File: config.mk
export PLATFORM = sky130hd
export DESIGN_NAME = s32x_sdr_responder
export DESIGN_NICKNAME = d
export VERILOG_FILES = /design/src/rtl/s32x_sdr_responder.sv
export SDC_FILE = /design/constraint.sdc
export NUM_CORES = 1
export LEC_CHECK = 0
export ABC_AREA = 0
export CORE_MARGIN = 2
export CORE_UTILIZATION = 35
export CTS_BUF_LIST = sky130_fd_sc_hd__clkbuf_8
export DETAILED_ROUTE_END_ITERATION = 7
export PLACE_DENSITY_LB_ADDON = 0.25
export SETUP_SLACK_MARGIN = 0.02
export SKIP_CTS_REPAIR_TIMING = 1
export SYNTH_ARGS = -nofsm -noshare
export SYNTH_HDL_FRONTEND = slang
export SYNTH_SLANG_ARGS = --single-unit
File: constraint.sdc
create_clock -name CLK -period 1.66 [get_ports CLK]
set_input_delay 0.166 -clock CLK [delete_from_list [all_inputs] [get_ports CLK]]
set_output_delay 0.166 -clock CLK [all_outputs]
set_load 0.005 [all_outputs]
File: src/rtl/s32x_sdr_responder.sv
// SH-2 SDRAM-port responder: WAIT handshake toward the initiator, one req/ack backend transaction
// per access. Define S32X_SDR_RDCACHE_EN to add a one-entry write-through read cache.
module s32x_sdr_responder #(
  parameter int unsigned MIN_WAIT = 4,
  parameter int unsigned ADDR_W   = 17
) (
  input  logic              CLK,
  input  logic              RST,
  input  logic [ADDR_W-1:0] SDR_A,
  input  logic [15:0]       SDR_DO,
  input  logic              SDR_CS,
  input  logic [1:0]        SDR_WE,
  input  logic              SDR_RD,
  output logic [15:0]       SDR_DI,
  output logic              SDR_WAIT,
  output logic [ADDR_W-1:0] MEM_A,
  output logic [15:0]       MEM_DO,
  output logic [1:0]        MEM_BE,
  output logic              MEM_WR,
  output logic              MEM_REQ,
  input  logic [15:0]       MEM_DI,
  input  logic              MEM_ACK
);

  localparam int unsigned CntW = (MIN_WAIT > 1) ? $clog2(MIN_WAIT) : 1;
  localparam logic [CntW-1:0] CntLoad = CntW'(MIN_WAIT - 1);

  typedef enum logic [1:0] {StIdle, StBusy, StHold} state_e;

  state_e            state_q, state_d;
  logic [CntW-1:0]   cnt_q, cnt_d;
  logic              done_q, done_d;
  logic              abort_q, abort_d;
  logic              wait_q, wait_d;
  logic              req_q, req_d;
  logic              wr_q, wr_d;
  logic [1:0]        be_q, be_d;
  logic [ADDR_W-1:0] a_q, a_d;
  logic [15:0]       do_q, do_d;
  logic [15:0]       di_q, di_d;

  logic stb, is_wr;
  assign is_wr = |SDR_WE;
  assign stb   = SDR_CS & (SDR_RD | is_wr);

`ifdef S32X_SDR_RDCACHE_EN
  logic              valid_q, valid_d;
  logic [ADDR_W-1:0] tag_q, tag_d;
  logic [15:0]       cdata_q, cdata_d;
  logic              tag_match;
  assign tag_match = valid_q && (tag_q == SDR_A);
`endif

  always_comb begin
    state_d = state_q;
    cnt_d   = cnt_q;
    done_d  = done_q;
    abort_d = abort_q;
    wait_d  = wait_q;
    req_d   = req_q;
    wr_d    = wr_q;
    be_d    = be_q;
    a_d     = a_q;
    do_d    = do_q;
    di_d    = di_q;
`ifdef S32X_SDR_RDCACHE_EN
    valid_d = valid_q;
    tag_d   = tag_q;
    cdata_d = cdata_q;
`endif
    unique case (state_q)
      StIdle: begin
        if (stb) begin
          a_d     = SDR_A;
          do_d    = SDR_DO;
          wr_d    = is_wr;
          be_d    = is_wr ? SDR_WE : 2'b11;
          req_d   = 1'b1;
          wait_d  = 1'b1;
          cnt_d   = CntLoad;
          done_d  = 1'b0;
          abort_d = 1'b0;
          state_d = StBusy;
`ifdef S32X_SDR_RDCACHE_EN
          if (tag_match && !is_wr) begin
            req_d  = 1'b0;
            done_d = 1'b1;
            di_d   = cdata_q;
          end
          // Write-through: keep the cached copy coherent, backend still gets the write.
          if (tag_match && is_wr) begin
            if (SDR_WE[1]) cdata_d[15:8] = SDR_DO[15:8];
            if (SDR_WE[0]) cdata_d[7:0]  = SDR_DO[7:0];
          end
`endif
        end
      end
      StBusy: begin
        if (cnt_q != '0) cnt_d = cnt_q - 1'b1;
        if (!stb) abort_d = 1'b1;
        if (req_q && MEM_ACK) begin
          req_d  = 1'b0;
          done_d = 1'b1;
          if (!wr_q) begin
            di_d = MEM_DI;
`ifdef S32X_SDR_RDCACHE_EN
            valid_d = 1'b1;
            tag_d   = a_q;
            cdata_d = MEM_DI;
`endif
          end
        end
        if (done_q && (cnt_q == '0)) begin
          wait_d  = 1'b0;
          state_d = (abort_q || !stb) ? StIdle : StHold;
        end
      end
      StHold: begin
        if (!stb) state_d = StIdle;
      end
      default: state_d = StIdle;
    endcase
  end

  always_ff @(posedge CLK) begin
    if (RST) begin
      state_q <= StIdle;
      cnt_q   <= '0;
      done_q  <= 1'b0;
      abort_q <= 1'b0;
      wait_q  <= 1'b0;
      req_q   <= 1'b0;
      wr_q    <= 1'b0;
      be_q    <= 2'b00;
      a_q     <= '0;
      do_q    <= '0;
      di_q    <= '0;
    end else begin
      state_q <= state_d;
      cnt_q   <= cnt_d;
      done_q  <= done_d;
      abort_q <= abort_d;
      wait_q  <= wait_d;
      req_q   <= req_d;
      wr_q    <= wr_d;
      be_q    <= be_d;
      a_q     <= a_d;
      do_q    <= do_d;
      di_q    <= di_d;
    end
  end

`ifdef S32X_SDR_RDCACHE_EN
  always_ff @(posedge CLK) begin
    if (RST) begin
      valid_q <= 1'b0;
      tag_q   <= '0;
      cdata_q <= '0;
    end else begin
      valid_q <= valid_d;
      tag_q   <= tag_d;
      cdata_q <= cdata_d;
    end
  end
`endif

  assign SDR_DI   = di_q;
  assign SDR_WAIT = wait_q;
  assign MEM_A    = a_q;
  assign MEM_DO   = do_q;
  assign MEM_BE   = be_q;
  assign MEM_WR   = wr_q;
  assign MEM_REQ  = req_q;

endmodule
==> impl_metrics.env, run 1 <==
export IMPL_finalHoldViolations=0
export IMPL_die_w_um=91.9
export IMPL_arrival_ns=1.68
export IMPL_cp_max_fo=18
export IMPL_port_buffers=109
export IMPL_dpl_worst_slack_ns=-0.0912
export IMPL_ctsRootBufferMaster="clkbuf_8"
export IMPL_first_pass_iters=4
export IMPL_place_hpwl_mm=4.73
export IMPL_crit_start="state_q[0]$_SDFFE_PP0P_"
export IMPL_min_to="MEM_REQ$_SDFFE_PP0P_"
export IMPL_fillers=691
export IMPL_route_detailed_drc=0
export IMPL_worstSetupPathType="register to register"
export IMPL_status="complete, no violations"
export IMPL_slowest_stage="or3b_2"
export IMPL_drv_slew=0
export IMPL_r2r_start="state_q[0]$_SDFFE_PP0P_"
export IMPL_grt_ovfl_total=0
export IMPL_antenna_found_initial=0
export IMPL_fin_ws_ns=0.187
export IMPL_synth_top_area_share_pct=44.4
export IMPL_ys_ff_latch=60
export IMPL_cts_tree="done"
export IMPL_wl_per_cell_um=13.7
export IMPL_synth_warnings=0
export IMPL_design_area_um2=4140
export IMPL_setup_viol=0
export IMPL_area_growth_syn_to_layout_pct=52.9
export IMPL_synthesis_nets=331
export IMPL_ys_seq_area_share_pct=44.4
export IMPL_viasPerCell=4.74
export IMPL_worst_pin_slew_ns=0.437
export IMPL_synthTopCellsByArea="dfxtp_1 (44%), a21oi_2 (9.7%), o21ai_2 (9.7%)"
export IMPL_placed_cell_area_um2=3940
export IMPL_finalSetupTns_ns=0
export IMPL_fin_cells=495
export IMPL_synth_main_ff_cell="dfxtp_1"
export IMPL_required_ns=1.87
export IMPL_dr_total_vias=2344
export IMPL_worst_path_largest_cell_delay_ns=0.54
export IMPL_cts_buffers=9
export IMPL_synth_cell_type_count=36
export IMPL_layout_nets=446
export IMPL_core_area_um2=7610
export IMPL_cts_buffer_depth=2
export IMPL_place_congestion=0.784
export IMPL_hold_class="primary input to register"
export IMPL_syn_avg_cell_area_um2=9.87
export IMPL_worst_path_buf_inv=1
export IMPL_wl_mm=6.80
export IMPL_period_minus_slack_ns=1.47
export IMPL_cap_violations=0
export IMPL_rrSetupSlack_ns=0.19
export IMPL_fin_skew_ns=0.00963
export IMPL_clk_latency_ns=0.33
export IMPL_rows=32
export IMPL_grtUsageTotal_pct=16.7
export IMPL_detail_route_antenna_nets=0
export IMPL_dp_cells=480
export IMPL_rsz0062_at_grt="false"
export IMPL_rr_worst_depth=4
export IMPL_final_util_pct=54.4
export IMPL_htreeDepth=3
export IMPL_cp_start_kind="register"
export IMPL_relSlewSlack_pct=70.8
export IMPL_die_h_um=91.9
export IMPL_drtIter0Drc=43
export IMPL_grt_pass1_wl_mm=11.2
export IMPL_syn_cell_area_um2=2710
export IMPL_start_util_pct=35.6
export IMPL_yosysTopAreaCell="dfxtp_1"
export IMPL_grt_max_degree=33
export IMPL_whs_path_depth=2
export IMPL_p_leak_uw=0.00142
export IMPL_r2r_end="MEM_DO[2]$_SDFFE_PP0P_"
export IMPL_cp_top_family="simple AND/OR/NAND/NOR gates"
export IMPL_powerDensity_nw_per_um2=860
export IMPL_fmax_mhz=679
export IMPL_ys_async_sr_fraction_pct=0
export IMPL_drive_gt1_share_pct=26.5
export IMPL_die_area_um2=8450
export IMPL_max_vdd_ir_drop_v=0.000418
export IMPL_hp_start="RST"
export IMPL_clkTransAtPathRegs_ns=0.07
export IMPL_synth_edf_count=0
export IMPL_cts_sinks=60
export IMPL_num_antenna_cells=0
export IMPL_pin_count=110
export IMPL_timing_final_crit_share_pct=88.7
export IMPL_path_cells="or3b_2 -> buf_12 -> o21ai_0 -> a21oi_1"
export IMPL_crit_path_end_kind="register"
export IMPL_syn_inst=274
export IMPL_first_global_vias=2296
Yosys cell counts, types with 2 or more instances:
cell	instances
buf_8	3
clkbuf_1	9
or3b_1	2
a311oi_1	2
nand3_1	33
buf_4	2
mux2i_1	16
buf_6	6
buf_2	4
dfxtp_1	60
nor3_1	3
a21oi_1	11
nand2_1	35
o21ai_2	30
inv_1	4
o21ai_0	5
a21oi_2	30
metrics by stage:
step / hold WS [ns] / power [uW]
finish: 0.201 / 3560
global route: 0.200 / 3760
CTS: 0.186 / 3610
detailed placement: 0.449 / 2260
global placement: 0.441 / 2250
floorplan: 0.282 / 1910
worst max path at each step:
stage / to / slack [ns] / cells past startpoint
2_1_floorplan: MEM_A[10]$_SDFFE_PP0P_ / 0.31 / 5
3_3_place_gp: MEM_DO[1]$_SDFFE_PP0P_ / -0.08 / 5
3_5_place_dp: MEM_DO[2]$_SDFFE_PP0P_ / -0.09 / 5
4_1_cts: MEM_DO[2]$_SDFFE_PP0P_ / 0.18 / 4
5_1_grt: cnt_q[1]$_SDFFE_PP0P_ / 0.08 / 5
6_report: MEM_DO[2]$_SDFFE_PP0P_ / 0.19 / 4
placed cells by master, fill, tap and decap left out, types with 4 or more instances in the layout:
master           Yosys  final
buf_12               1      5
clkbuf_8             0     11
mux2i_1             16     16
a21oi_2             30     30
inv_1                4      4
a21oi_1             11     11
o21ai_0              5      5
nand2_1             35     35
clkdlybuf4s50_1      0    108
o21ai_2             30     30
buf_4                2     15
nand3_1             33     33
dfxtp_1             60     60
kinds of logic after synthesis:
kind of cell               synth area share (%)
adders and majority gates                 0.462
and+or+nand+nor                            16.4
buffers and inverters                      8.00
DFF                                        44.4
AOI/OAI and AO/OA                          24.8
muxes                                      5.92
flip-flops by register name, indices dropped and copies added (netlist names):
name	cells
MEM_A	17
MEM_BE	2
MEM_DO	16
MEM_REQ	1
MEM_WR	1
SDR_DI	16
SDR_WAIT	1
abort_q	1
cnt_q	2
done_q	1
state_q	2
power by group:
part	total (uW)	internal (uW)	switching (uW)
clock	1340	764	571
sequential	1570	1520	53.2
combinational	652	375	277
metal layers:
| metal | share of wire, % | vias up | track usage [%] |
|---|---|---|---|
| met5 | 0 | - | 0 |
| met4 | 0.44 | 0 | 4.85 |
| met3 | 9.0 | 2 | 7.64 |
| met2 | 45 | 78 | 25.3 |
| met1 | 45 | 1065 | 21.4 |
| li1 | - | 1199 | - |
cell type report:
| type | count | area (um^2) | share of cell area, % |
|---|---|---|---|
| Inverter | 4 | 15.0 | 0.363 |
| Clock inverter | 4 | 48.8 | 1.18 |
| Tap cell | 102 | 128 | 3.09 |
| Sequential cell | 60 | 1200 | 29.0 |
| Clock buffer | 11 | 151 | 3.66 |
| Timing Repair Buffer | 129 | 1300 | 31.4 |
| Multi-Input combinational cell | 185 | 1290 | 31.3 |
Power figures use the tool's default switching activity.
==> run 2: changes to the inputs <==
- CORE_MARGIN: 2 -> 8
==> run 2 against run 1 <==
Net effect: via count increased by 1.3%; cell area increased by 0.39%; wire length increased by 9.4%; global-route usage decreased by 2.7 points; clock skew decreased by 0.0046 ns; flip-flop and latch count unchanged; hold slack improved by 0.0065 ns; sequential share of layout area decreased by 0.11 points; critical path depth unchanged; critical endpoint is now cnt_q[0]$_SDFFE_PP0P_; largest power group unchanged.
==> impl_metrics.env, run 2 (same netlist as run 1, synthesis figures left out) <==
export IMPL_htreeDepth=3
export IMPL_status="complete, no violations"
export IMPL_rsz0062_at_grt="false"
export IMPL_timing_final_crit_share_pct=88.4
export IMPL_detail_route_antenna_nets=0
export IMPL_pin_count=110
export IMPL_ctsRootBufferMaster="clkbuf_8"
export IMPL_relSlewSlack_pct=78.6
export IMPL_cts_tree="done"
export IMPL_final_util_pct=54.6
export IMPL_cap_violations=0
export IMPL_worst_pin_slew_ns=0.318
export IMPL_final_common_cell="clkdlybuf4s50_1"
export IMPL_crit_path_end_kind="register"
export IMPL_wl_per_cell_um=15.0
export IMPL_place_congestion=0.729
export IMPL_layout_nets=447
export IMPL_num_antenna_cells=0
export IMPL_power_total_uw=3660
export IMPL_largest_reg_flops=17
export IMPL_hold_class="primary input to register"
export IMPL_die_w_um=104
export IMPL_period_minus_slack_ns=1.47
export IMPL_finalHoldViolations=0
export IMPL_antenna_found_initial=0
export IMPL_worstSetupPathType="register to register"
export IMPL_arrival_ns=1.73
export IMPL_dp_cells=481
export IMPL_powerDensity_nw_per_um2=881
export IMPL_drtIter0Drc=76
export IMPL_grt_pass1_wl_mm=12.5
export IMPL_die_h_um=104
export IMPL_final_cell_mix="clkdlybuf4s50_1 (108), dfxtp_1 (60), nand2_1 (35), nand3_1 (33)"
export IMPL_required_ns=1.92
export IMPL_drive_gt1_share_pct=26.8
export IMPL_clkTransAtPathRegs_ns=0.07
export IMPL_fin_ws_ns=0.193
export IMPL_clk_latency_ns=0.33
export IMPL_p_leak_uw=0.00143
export IMPL_rrSetupSlack_ns=0.19
export IMPL_place_hpwl_mm=5.39
export IMPL_port_buffers=109
export IMPL_first_pass_iters=4
export IMPL_setup_viol=0
export IMPL_grt_ovfl_total=0
export IMPL_cp_start_kind="register"
export IMPL_wl_mm=7.44
export IMPL_grt_max_degree=37
export IMPL_fin_cells=497
export IMPL_max_vdd_ir_drop_v=0.000432
export IMPL_fin_skew_ns=0.00507
export IMPL_die_area_um2=10800
export IMPL_fmax_mhz=682
export IMPL_finalSetupTns_ns=0
export IMPL_viasPerCell=4.78
export IMPL_route_detailed_drc=0
export IMPL_cts_sinks=60
export IMPL_dpl_worst_slack_ns=-0.0725
export IMPL_rows=32
export IMPL_core_area_um2=7610
export IMPL_drv_slew=0
export IMPL_cp_max_fo=36
export IMPL_cts_buffers=9
export IMPL_start_util_pct=35.6
export IMPL_cts_buffer_depth=2
export IMPL_grtUsageTotal_pct=14.0
export IMPL_dr_total_vias=2374
export IMPL_first_global_vias=2452
export IMPL_area_growth_syn_to_layout_pct=53.5
## run 2: cell count changes in the layout (fill, tap and decap cells not counted), sizes merged
cell | before | now
buf | 21 | 22
bufinv | 1 | 2
clkbuf | 11 | 10
inv | 4 | 5
## run 2: layer usage
metal / part of all wire, % / up-vias / wire length [um] / global-route usage (%)
met5: 0 / - / 0 / 0
met2: 43 / 83 / 3200 / 20.5
met3: 7.4 / 8 / 552 / 5.45
met4: 1.2 / 0 / 86 / 5.58
met1: 48 / 1076 / 3600 / 17.9
li1: - / 1207 / - / -
## run 2: critical path, cell delays in order (launching register included)
cell	delay (ns)
dfxtp_1	0.37
or3b_2	0.49
buf_12	0.21
nor2_2	0.16
o31a_1	0.17
## run 2: final timing paths
check,startpoint,to,depth (start not counted)
min,RST,MEM_REQ$_SDFFE_PP0P_,2
min reg2reg,SDR_DI[7]$_SDFFE_PP0P_,SDR_DI[7]$_SDFFE_PP0P_,2
max,state_q[0]$_SDFFE_PP0P_,cnt_q[0]$_SDFFE_PP0P_,4
max reg2reg,state_q[0]$_SDFFE_PP0P_,cnt_q[0]$_SDFFE_PP0P_,4
## run 2: cell type report
| type | count | area, um^2 |
|---|---|---|
| clock buffers | 10 | 138 |
| clock inverters | 6 | 78.8 |
| multi-input cells | 185 | 1300 |
| well taps | 102 | 128 |
| inverters | 4 | 15.0 |
| repair buffers | 130 | 1290 |
| flip-flops and latches | 60 | 1200 |
| fillers | 697 | 3450 |
## run 2: where the power goes
part	leakage [uW]	internal, uW	switching [uW]
combinational	0.000825	373	281
clock	0.000117	873	560
sequential	0.000491	1520	52.5
total	0.00143	2760	894
## run 2: through the flow
step | cell area, um^2 | hold WS (ns)
detailed placement | 3930 | 0.447
finish | 4150 | 0.208
floorplan | 2710 | 0.282
global placement | 3930 | 0.442
global route | 4150 | 0.208
CTS | 4150 | 0.186
